==> src/rtl/addsub_seq.sv <==
`timescale 1ns / 1ps
// -----------------------------------------------------------------------------
// addsub_seq
//
// Byte-serial two's-complement adder/subtractor. An accepted operation is
// worked through one byte per clock, LSB first, on a single 8-bit
// adder slice. After the last byte the W-bit result, the signed overflow
// flag and the carry out of the top bit are held until the consumer takes
// them.
//
// Parameters
//   BYTES        operand width in bytes (2..8)
//   W            derived data width, 8*BYTES
//
// Ports
//   clk          sole clock, rising edge
//   rst_n        asynchronous active-low reset
//   start_valid  requester presents an operation
//   start_ready  block can accept an operation (IDLE only)
//   a, b         operands, two's complement
//   opcode       0 = a + b, 1 = a - b
//   res_valid    s / is_overflow / cout are valid (DONE only)
//   res_ready    consumer accepts the result
//   s            sum or difference, modulo 2^W
//   is_overflow  signed overflow of the W-bit operation
//   cout         carry out of bit W-1 (subtract: 1 = no borrow)
//   busy         high while an operation is in RUN or DONE
//   state_dbg    current FSM state (IDLE=0, RUN=1, DONE=2) for observation
//
// Handshake semantics (both sides): a transfer happens on a rising edge
// where valid and ready are both 1. start_ready is high only in IDLE;
// res_valid is high only in DONE. A result is never bypassed into a new
// start in the same cycle: after the result transfer the block spends one
// cycle in IDLE before the next operation can be taken.
// -----------------------------------------------------------------------------
module addsub_seq #(
    parameter  int BYTES = 4,
    localparam int W     = 8 * BYTES
) (
    input  logic         clk,
    input  logic         rst_n,

    input  logic         start_valid,
    output logic         start_ready,
    input  logic [W-1:0] a,
    input  logic [W-1:0] b,
    input  logic         opcode,

    output logic         res_valid,
    input  logic         res_ready,
    output logic [W-1:0] s,
    output logic         is_overflow,
    output logic         cout,

    output logic         busy,
    output logic [1:0]   state_dbg
);

    // Index into the operand bytes; BYTES >= 2 keeps this at least 1 bit.
    localparam int IW = $clog2(BYTES);
    localparam logic [IW-1:0] LAST_IDX = IW'(BYTES - 1);

    typedef enum logic [1:0] {
        ST_IDLE = 2'd0,
        ST_RUN  = 2'd1,
        ST_DONE = 2'd2
    } state_t;

    state_t          state;

    // Operation context latched at accept.
    logic [W-1:0]    a_r;
    logic [W-1:0]    b_r;
    logic            op_r;

    // Datapath state.
    logic [W-1:0]    s_r;
    logic            carry;
    logic [IW-1:0]   idx;
    logic            ovf_r;
    logic            cout_r;

    // Byte slice signals.
    logic [IW+2:0]   bit_off;
    logic [7:0]      a_byte;
    logic [7:0]      b_byte;
    logic [7:0]      low_sum;
    logic [1:0]      top_sum;
    logic [7:0]      s_byte;
    logic            c_into_msb;
    logic            c_out_msb;

    // Bit offset of the current byte: idx * 8.
    assign bit_off = {idx, 3'b000};

    // One 8-bit slice. For subtraction B is inverted and the initial carry
    // (set to opcode at accept) supplies the +1 of the two's complement.
    // The slice is split at bit 7 so the carry into the slice MSB is
    // available: on the final byte that is the carry into bit W-1, which
    // together with the carry out gives the signed overflow.
    always_comb begin
        a_byte     = a_r[bit_off +: 8];
        b_byte     = b_r[bit_off +: 8] ^ {8{op_r}};
        low_sum    = {1'b0, a_byte[6:0]} + {1'b0, b_byte[6:0]} + {7'd0, carry};
        c_into_msb = low_sum[7];
        top_sum    = {1'b0, a_byte[7]} + {1'b0, b_byte[7]} + {1'b0, c_into_msb};
        c_out_msb  = top_sum[1];
        s_byte     = {top_sum[0], low_sum[6:0]};
    end

    // Control FSM and datapath registers.
    always_ff @(posedge clk or negedge rst_n) begin
        if (!rst_n) begin
            state  <= ST_IDLE;
            a_r    <= '0;
            b_r    <= '0;
            op_r   <= 1'b0;
            s_r    <= '0;
            carry  <= 1'b0;
            idx    <= '0;
            ovf_r  <= 1'b0;
            cout_r <= 1'b0;
        end else begin
            case (state)
                ST_IDLE: begin
                    // start_ready is 1 here, so start_valid alone is the accept.
                    if (start_valid) begin
                        a_r   <= a;
                        b_r   <= b;
                        op_r  <= opcode;
                        s_r   <= '0;
                        carry <= opcode;
                        idx   <= '0;
                        state <= ST_RUN;
                    end
                end

                ST_RUN: begin
                    s_r[bit_off +: 8] <= s_byte;
                    carry             <= c_out_msb;
                    if (idx == LAST_IDX) begin
                        ovf_r  <= c_into_msb ^ c_out_msb;
                        cout_r <= c_out_msb;
                        idx    <= '0;
                        state  <= ST_DONE;
                    end else begin
                        idx <= idx + 1'b1;
                    end
                end

                ST_DONE: begin
                    // Result registers are untouched here, so they hold for as
                    // long as the consumer stalls and on into IDLE.
                    if (res_ready) begin
                        state <= ST_IDLE;
                    end
                end

                default: begin
                    // The fourth encoding of the 2-bit state is unreachable;
                    // recover to IDLE if it is ever seen.
                    state <= ST_IDLE;
                end
            endcase
        end
    end

    // Handshake flags are straight decodes of the state register.
    assign start_ready = (state == ST_IDLE);
    assign res_valid   = (state == ST_DONE);
    assign busy        = (state == ST_RUN) || (state == ST_DONE);
    assign state_dbg   = state;

    assign s           = s_r;
    assign is_overflow = ovf_r;
    assign cout        = cout_r;

endmodule

==> config.mk <==
export PLATFORM = sky130hd
export DESIGN_NAME = addsub_seq
export DESIGN_NICKNAME = d
export VERILOG_FILES = /design/src/rtl/addsub_seq.sv
export SDC_FILE = /design/constraint.sdc
export NUM_CORES = 1
export LEC_CHECK = 0
export CORE_ASPECT_RATIO = 0.9
export CORE_MARGIN = 2
export CORE_UTILIZATION = 31
export CTS_CLUSTER_SIZE = 14
export DETAILED_ROUTE_END_ITERATION = 16
export REMOVE_ABC_BUFFERS = 1
export SLEW_MARGIN = 20
export SYNTH_ARGS = -nofsm -noshare
export SYNTH_HDL_FRONTEND = slang
export SYNTH_SLANG_ARGS = --single-unit
export TNS_END_PERCENT = 100
==> constraint.sdc <==
create_clock -name clk -period 5.52 [get_ports clk]
set_clock_uncertainty 0.05 [all_clocks]
set_input_delay 1.104 -clock clk [delete_from_list [all_inputs] [get_ports clk]]
set_output_delay 1.104 -clock clk [all_outputs]
set_load 0.005 [all_outputs]
==> flow_summary.ini, run 1 <==
[finish]
area_growth_pct = 33.3
seqCellArea_um2 = 2600
final_layout_size_suffix_gt1_frac = 0.236
stdcell_count = 685
diodes = 0
nets = 564
final_area_um2 = 6560
n_fill_cell = 1467
multi_input_area_um2 = 2200

[placed_design]
dp_cells = 669
hpwl_mm = 8.63
postPlaceCellArea_um2 = 6190
io_buffers = 107
gp_congestion = 0.825

[clocking]
clockBufferDepth = 2
clock-sinks = 104
cts_tree = built
post_cts_resized = 0
htree_levels = 3
numCtsBuffers = 9
hold_buffers = 0
clk_latency_ns = 0.34
cts_setup_buffers = 0
cts.clk_slew.worst_paths_ns = 0.07
cts_root_buf = clkbuf_16

[yosys]
synth_seq_cells = 104
synth_edf_count = 0
synthTopCellsByArea = dfrtp_1, mux2_2, mux4_2
async_reset_ff_frac = 1.00
syn_area_um2 = 4920
yosysSeqAreaShare = 0.529
yosys_most_used_dff = dfrtp_1
synth.most_common_cell = dfrtp_1
synth_cell_types = 50
ys.warnings.count = 0
netlist_top_cells_count = dfrtp_1, mux2_2, nand2_1
synth_top_area_share = 0.529
synthCells = 370
syn_avg_cell_area_um2 = 13.3
yosysTopAreaCell = dfrtp_1

[floorplan]
num_rows = 43
fp.dieH_um = 124
initial_core_util = 0.318
core_area_um2 = 15500
pin_count = 108
dieArea_um2 = 16900
die_x_um = 137

[setup_path]
critPathLaunchType = flop
cp_max_fo = 13
worstPathArrival_ns = 4.01
crit_required_ns = 5.69
criticalPathCategory = flop to flop
end_kind = flop

[drt]
drt_iter0_drc = 125
wl_per_cell_um = 16.7
firstDrtPassIters = 4
drc = 0
viasPerCell = 4.82
ant_nets = 0
vias = 3302
drt_wl_total_mm = 11.4

[flow_run]
maxCapViolations = 0

[power_and_ir_drop]
p_per_area_nw_per_um2 = 619
ir_drop_mv = 0.279
p_leak_uw = 0.00271

[sta]
fin_crit_ns = 3.84
fmax_ghz = 0.260
timing_hold_violations_final = 0
drv_slew = 0
max_slew_margin = 0.399
rsz0062_at_grt = false
tightest_slew_ns = 0.901
final-setup-viol-count = 0
period_share = 0.696
setup_tns_ns = 0

[global_route]
grt_pass1_wl_mm = 18.5
grt_util_all_layers = 0.143
gr-total-overflow = 0
grt_max_degree = 79
antenna_found_initial = 0
grt_pass1_vias = 3579

[min_path]
hold_class = flop to flop

[status]
outcome = finished clean
[per-layer routing]
layer	GRT usage	share of wire	vias up
met3	0.0394	0.053	10
met5	0	0	-
met1	0.193	0.47	1653
met4	0.0277	0.0083	0
li1	-	-	1553
met2	0.233	0.47	86
[report_power, final]
part           leakage [uW]  switching [uW]  internal [uW]
Clock              0.000163             262            453
Sequential          0.00130             186           1050
Combinational       0.00124            1140            967
Total               0.00271            1590           2470
[area by class of cell]
class,instances,share of cell area
sequential,104,0.397
inverter,14,0.00801
clock buffer,12,0.0376
tap,202,0.0385
clock inverter,3,0.0137
timing repair buffer,111,0.170
multi-input combinational,239,0.335
[critical path, stage by stage, from the launching register on]
cell,delay [ns]
dfrtp_1,0.76
buf_4,0.35
mux4_2,0.53
xor2_1,0.16
ha_1,0.37
and2_1,0.18
o2111ai_1,0.17
nand3_1,0.14
a21oi_1,0.09
fa_1,0.49
nand2_1,0.10
nor2_1,0.04
a211oi_1,0.18
nand3_1,0.11
[metrics by stage]
step / power, uW / hold slack (ns) / setup WS (ns) / utilization
floorplan: 2690 / 0.400 / 1.88 / -
global placement: 3310 / 0.420 / 1.70 / 0.400
detailed placement: 3360 / 0.427 / 1.65 / 0.400
CTS: 4090 / 0.441 / 1.62 / 0.421
global route: 4370 / 0.459 / 1.33 / 0.424
finish: 4060 / 0.435 / 1.68 / 0.424
[final timing paths]
path | from | to | slack (ns) | cells past startpoint
worst max-delay path | idx[0] | is_overflow | 1.68 | 13
worst min-delay path | s[16] | s[16] | 0.44 | 2
worst max register to register | idx[0] | is_overflow | 1.68 | 13
worst min register to register | s[16] | s[16] | 0.44 | 2
max in group asynchronous | rst_n | a_r[27] | 3.84 | 3
min in group asynchronous | rst_n | a_r[22] | 0.62 | 1
[placed cells by master (no fill, tap or decap), types with 4 or more instances in the layout]
master	Yosys	final
xor2_1	6	6
mux4_2	16	16
nand3_1	5	5
buf_4	1	4
nand2_1	35	34
nor2_1	5	5
clkbuf_16	0	9
o31ai_1	4	4
ha_1	13	13
o21ai_0	19	19
mux2_2	65	65
a21oi_1	5	5
clkdlybuf4s50_1	0	106
dfrtp_1	104	104
o21ai_1	7	7
inv_1	14	14
o31ai_2	4	4
a22o_1	8	8
[cell families (layout without fill, tap and decap cells)]
logic type	count (synthesis)	count (layout)	synth area share
AOI/OAI and AO/OA	61	61	0.0846
adders and majority gates	16	16	0.0452
and+or+nand+nor	70	70	0.0724
DFF	104	104	0.529
buffers and inverters	27	140	0.0262
muxes	83	83	0.227
xor gates and xnor gates	9	9	0.0160
[flip-flops by register name, summed over array words and instances, names as in the netlist]
register     flops
state_dbg        2
b_r             32
carry            1
s               32
op_r             1
cout             1
idx              2
is_overflow      1
a_r             32
Power figures use the tool's default switching activity.
==> run 2, diff against run 1 <==
- clock period: 5.52 -> 3.5 ns (I/O delays scaled with it)
==> flow_summary.ini, run 2 (synthesis gave the netlist of run 1 again) <==
[sta]
tightest_slew_ns = 0.724
final-setup-viol-count = 0
timing_hold_violations_final = 0
period_share = 0.951
max_slew_margin = 0.514
fmax_ghz = 0.301
drv_slew = 0
fin_crit_ns = 3.33

[drt]
drt_wl_total_mm = 11.7
vias = 3341
wl_per_cell_um = 16.8
drc = 0
viasPerCell = 4.79
ant_nets = 0
drt_iter0_drc = 106
firstDrtPassIters = 5

[finish]
layout_commonest_cell = clkdlybuf4s50_1
area_growth_pct = 35.0
utilization = 0.429
diodes = 0
final_cell_mix = clkdlybuf4s50_1, dfrtp_1, mux2_2, nand2_1, o21ai_0
final_area_um2 = 6650
nets = 576
final_layout_size_suffix_gt1_frac = 0.260
n_fill_cell = 1439

[clocking]
htree_levels = 3
cts_root_buf = clkbuf_16
clockBufferDepth = 2
clock-sinks = 104
clk_latency_ns = 0.34
cts.clk_slew.worst_paths_ns = 0.07
hold_buffers = 0
numCtsBuffers = 9
cts_tree = built

[global_route]
grt_max_degree = 66
grt_pass1_wl_mm = 18.9
grt_pass1_vias = 3520
grt_util_all_layers = 0.147
antenna_found_initial = 0
gr-total-overflow = 0

[power_and_ir_drop]
switching_power_uw = 2590
p_comb_frac = 0.555
p_sw_frac = 0.394
ir_drop_mv = 0.473
p_int_uw = 3980
p_leak_uw = 0.00276
p_per_area_nw_per_um2 = 989
p_total_uw = 6570
clkPwrFrac = 0.155
seq_power_share = 0.291

[floorplan]
initial_core_util = 0.318
core_area_um2 = 15500
die_x_um = 137
pin_count = 108
fp.dieH_um = 124
dieArea_um2 = 16900
num_rows = 43

[setup_path]
critPathLaunchType = flop
crit_required_ns = 3.65
worstPathArrival_ns = 3.47
end_kind = flop
cp_max_fo = 4
criticalPathCategory = flop to flop

[status]
outcome = finished clean

[placed_design]
gp_congestion = 0.839
io_buffers = 107
hpwl_mm = 8.69
postPlaceCellArea_um2 = 6270

[flow_run]
maxCapViolations = 0

[min_path]
hold_class = input port to asynchronous set/reset pin
[run 2: cell count changes in the layout (fill, tap and decap cells not counted), moves of 2 or more]
cell	before	now
buf_12	0	4
buf_4	4	13
bufinv_16	3	1
clkinv_2	0	2
[run 2: power groups by stage]
stage,clock network [uW],logic [uW],registers [uW]
2_1_floorplan,0,2370,1870
3_3_place_gp,0,3330,1920
3_5_place_dp,0,3450,1940
4_1_cts,1050,3470,1910
5_1_grt,1100,3990,1970
6_report,1020,3640,1910
[run 2: metrics by stage]
stage	worst slack [ns]	hold slack (ns)	cells	setup TNS (ns)
after floorplan	-0.144	0.354	357	-0.144
after global placement	0.248	0.417	673	0
after detailed placement	0.176	0.430	673	0
after CTS	0.161	0.367	689	0
after global routing	-0.0287	0.398	698	-0.0287
final	0.173	0.340	698	0
[run 2: critical path, stage by stage, from the launching register on]
cell      delay (ns)
dfrtp_1         0.40
buf_4           0.17
mux4_2          0.50
xnor2_1         0.15
fa_1            0.43
fa_1            0.44
nand2b_1        0.19
a21o_1          0.18
a211oi_1        0.46
o21ai_0         0.19
[run 2: what timing repair did]
| action | 4_1_cts | 5_1_grt |
|---|---|---|
| endpoints found under the hold margin | 0 | 0 |
| buffers inserted | 0 | 9 |
| gates resized for setup | 0 | 2 |
| endpoints found under the setup margin | 0 | 2 |
[run 2: final cells by class]
type / count / area (um2) / area share
well taps: 202 / 253 / 0.0380
repair buffers: 123 / 1240 / 0.186
clock inverters: 3 / 40.0 / 0.00602
multi-input cells: 239 / 2200 / 0.331
clock buffers: 13 / 260 / 0.0392
inverters: 14 / 52.6 / 0.00791
flip-flops and latches: 104 / 2600 / 0.392
[run 2: path summary, 6_finish.rpt]
path	start	to	slack [ns]	cells after the start
min in group clk	s[17]	s[17]	0.43	2
setup reg to reg	idx[0]	s[6]	0.17	9
hold / removal	rst_n	b_r[29]	0.34	1
max in group asynchronous	rst_n	s[4]	2.34	2
setup / recovery	idx[0]	s[6]	0.17	9
hold reg to reg	s[17]	s[17]	0.43	2
[run 2: layer usage]
metal	share of wire	wire length, um	global-route usage
met5	0	0	0
met2	0.45	5280	0.226
met4	0.021	248	0.0425
met3	0.057	669	0.0390
met1	0.47	5540	0.205
==> run 3, diff against run 2 <==
- RECOVER_POWER: not set -> 25
- TNS_END_PERCENT: 100 -> 1
- clock period: 3.5 -> 3.6 ns (I/O delays scaled with it)
==> flow_summary.ini, run 3 (synthesis gave the netlist of run 1 again) <==
[drt]
wl_per_cell_um = 16.3
ant_nets = 0
firstDrtPassIters = 4
viasPerCell = 4.86
vias = 3349
drt_wl_total_mm = 11.3
drt_iter0_drc = 136
drc = 0

[clocking]
cts.clk_slew.worst_paths_ns = 0.07
htree_levels = 3
clk_latency_ns = 0.34
cts_root_buf = clkbuf_16
numCtsBuffers = 9
cts_tree = built
clock-sinks = 104
cts_setup_buffers = 0
hold_buffers = 0
clockBufferDepth = 2

[setup_path]
crit-reg2reg-capture = s[6]
ff2ff_path_depth = 9
crit_required_ns = 3.74
reg2reg_from = idx[0]
r2r_setup_slack_ns = 0.28
critPathLaunchType = flop
end_kind = flop
worstPathArrival_ns = 3.46
cp_max_fo = 5
criticalPathCategory = flop to flop

[floorplan]
die_x_um = 137
dieArea_um2 = 16900
num_rows = 43
pin_count = 108
initial_core_util = 0.318
fp.dieH_um = 124
core_area_um2 = 15500

[global_route]
grt_pass1_vias = 3429
use_met1 = 0.200
use_met2 = 0.218
grt_max_degree = 66
antenna_found_initial = 0
use_met3 = 0.0357
grt_util_all_layers = 0.142
top_usage_layer = met2
grt_pass1_wl_mm = 18.2
gr-total-overflow = 0

[finish]
area_growth_pct = 33.4
layout_commonest_cell = clkdlybuf4s50_1
final_layout_size_suffix_gt1_frac = 0.244
diodes = 0
final_cell_mix = clkdlybuf4s50_1, dfrtp_1, mux2_2, nand2_1, o21ai_0
n_fill_cell = 1441
stdcell_count = 689
utilization = 0.424
nets = 567

[flow_run]
maxCapViolations = 1

[sta]
tightest_slew_ns = 2.81
drv_slew = 50
timing_hold_violations_final = 0
period_share = 0.923
rsz0062_at_grt = false
max_slew_margin = -0.874
setup_tns_ns = 0
final-setup-viol-count = 0
fin_crit_ns = 3.32
fmax_ghz = 0.301

[power_and_ir_drop]
ir_drop_mv = 0.402
p_total_uw = 6190
p_per_area_nw_per_um2 = 942
p_leak_uw = 0.00271

[min_path]
whs_path_depth = 2
hp-start = s[24]
whs_endpoint = s[24]
hold_class = flop to flop

[status]
outcome = finished with violations
violations = capacitance limit, slew limit

[placed_design]
hpwl_mm = 8.58
io_buffers = 107
gp_congestion = 0.879
dp_cells = 673
-- run 3: changes by cell type in the layout (fill, tap and decap cells not counted) --
cell,delta
clkbuf_1,-1
nor2b_2,-1
clkinvlp_4,+2
nor2b_1,+1
fa_2,-1
buf_12,-1
fa_1,+1
buf_6,+1
buf_4,-10
-- run 3: worst max-delay path: stages (launching register included) --
cell and delay [ns]:
dfrtp_1 0.37, buf_4 0.17, mux4_2 0.51, xnor2_1 0.15
fa_1 0.42, fa_1 0.45, nand2b_1 0.19, a21o_1 0.17
a211oi_1 0.50, o21ai_0 0.19
-- run 3: power by group --
part | switching (uW) | internal (uW) | total, uW
clock | 420 | 575 | 995
combinational | 1780 | 1560 | 3340
sequential | 252 | 1610 | 1860
-- run 3: layout make-up --
cell class | count | area, um2 | area share
inverters | 14 | 52.6 | 0.00800
repair buffers | 114 | 1160 | 0.176
flip-flops and latches | 104 | 2600 | 0.396
clock inverters | 5 | 55.1 | 0.00838
well taps | 202 | 253 | 0.0385
clock buffers | 11 | 253 | 0.0385
multi-input cells | 239 | 2190 | 0.334
-- run 3: through the flow --
step	hold WS, ns	setup WS, ns	cell area (um2)
floorplan	0.374	-0.0440	4850
global placement	0.420	0.329	6260
detailed placement	0.423	0.268	6260
CTS	0.374	0.266	6570
global route	0.471	0.0583	6570
finish	0.434	0.279	6570
-- run 3: how the worst max path moves through the flow --
stage                     startpoint          end  depth (start not counted)
after floorplan               idx[0]  is_overflow                         12
after global placement        idx[0]  is_overflow                         13
after detailed placement      idx[0]  is_overflow                         13
after CTS                     idx[0]  is_overflow                         13
after global routing          idx[0]  is_overflow                         13
final                         idx[0]         s[6]                          9
-- run 3: timing repair --
action / in CTS / in global routing
setup endpoints to repair: 0 / 1
hold endpoints to repair: 0 / 0
resized for setup: 0 / 1
-- run 3: per-layer routing --
metal	vias to the layer above	routed length (um)	part of all wire
li1	1568	-	-
met1	1669	5370	0.48
met2	103	5100	0.45
met3	9	628	0.056
met4	0	149	0.013
met5	-	0	0
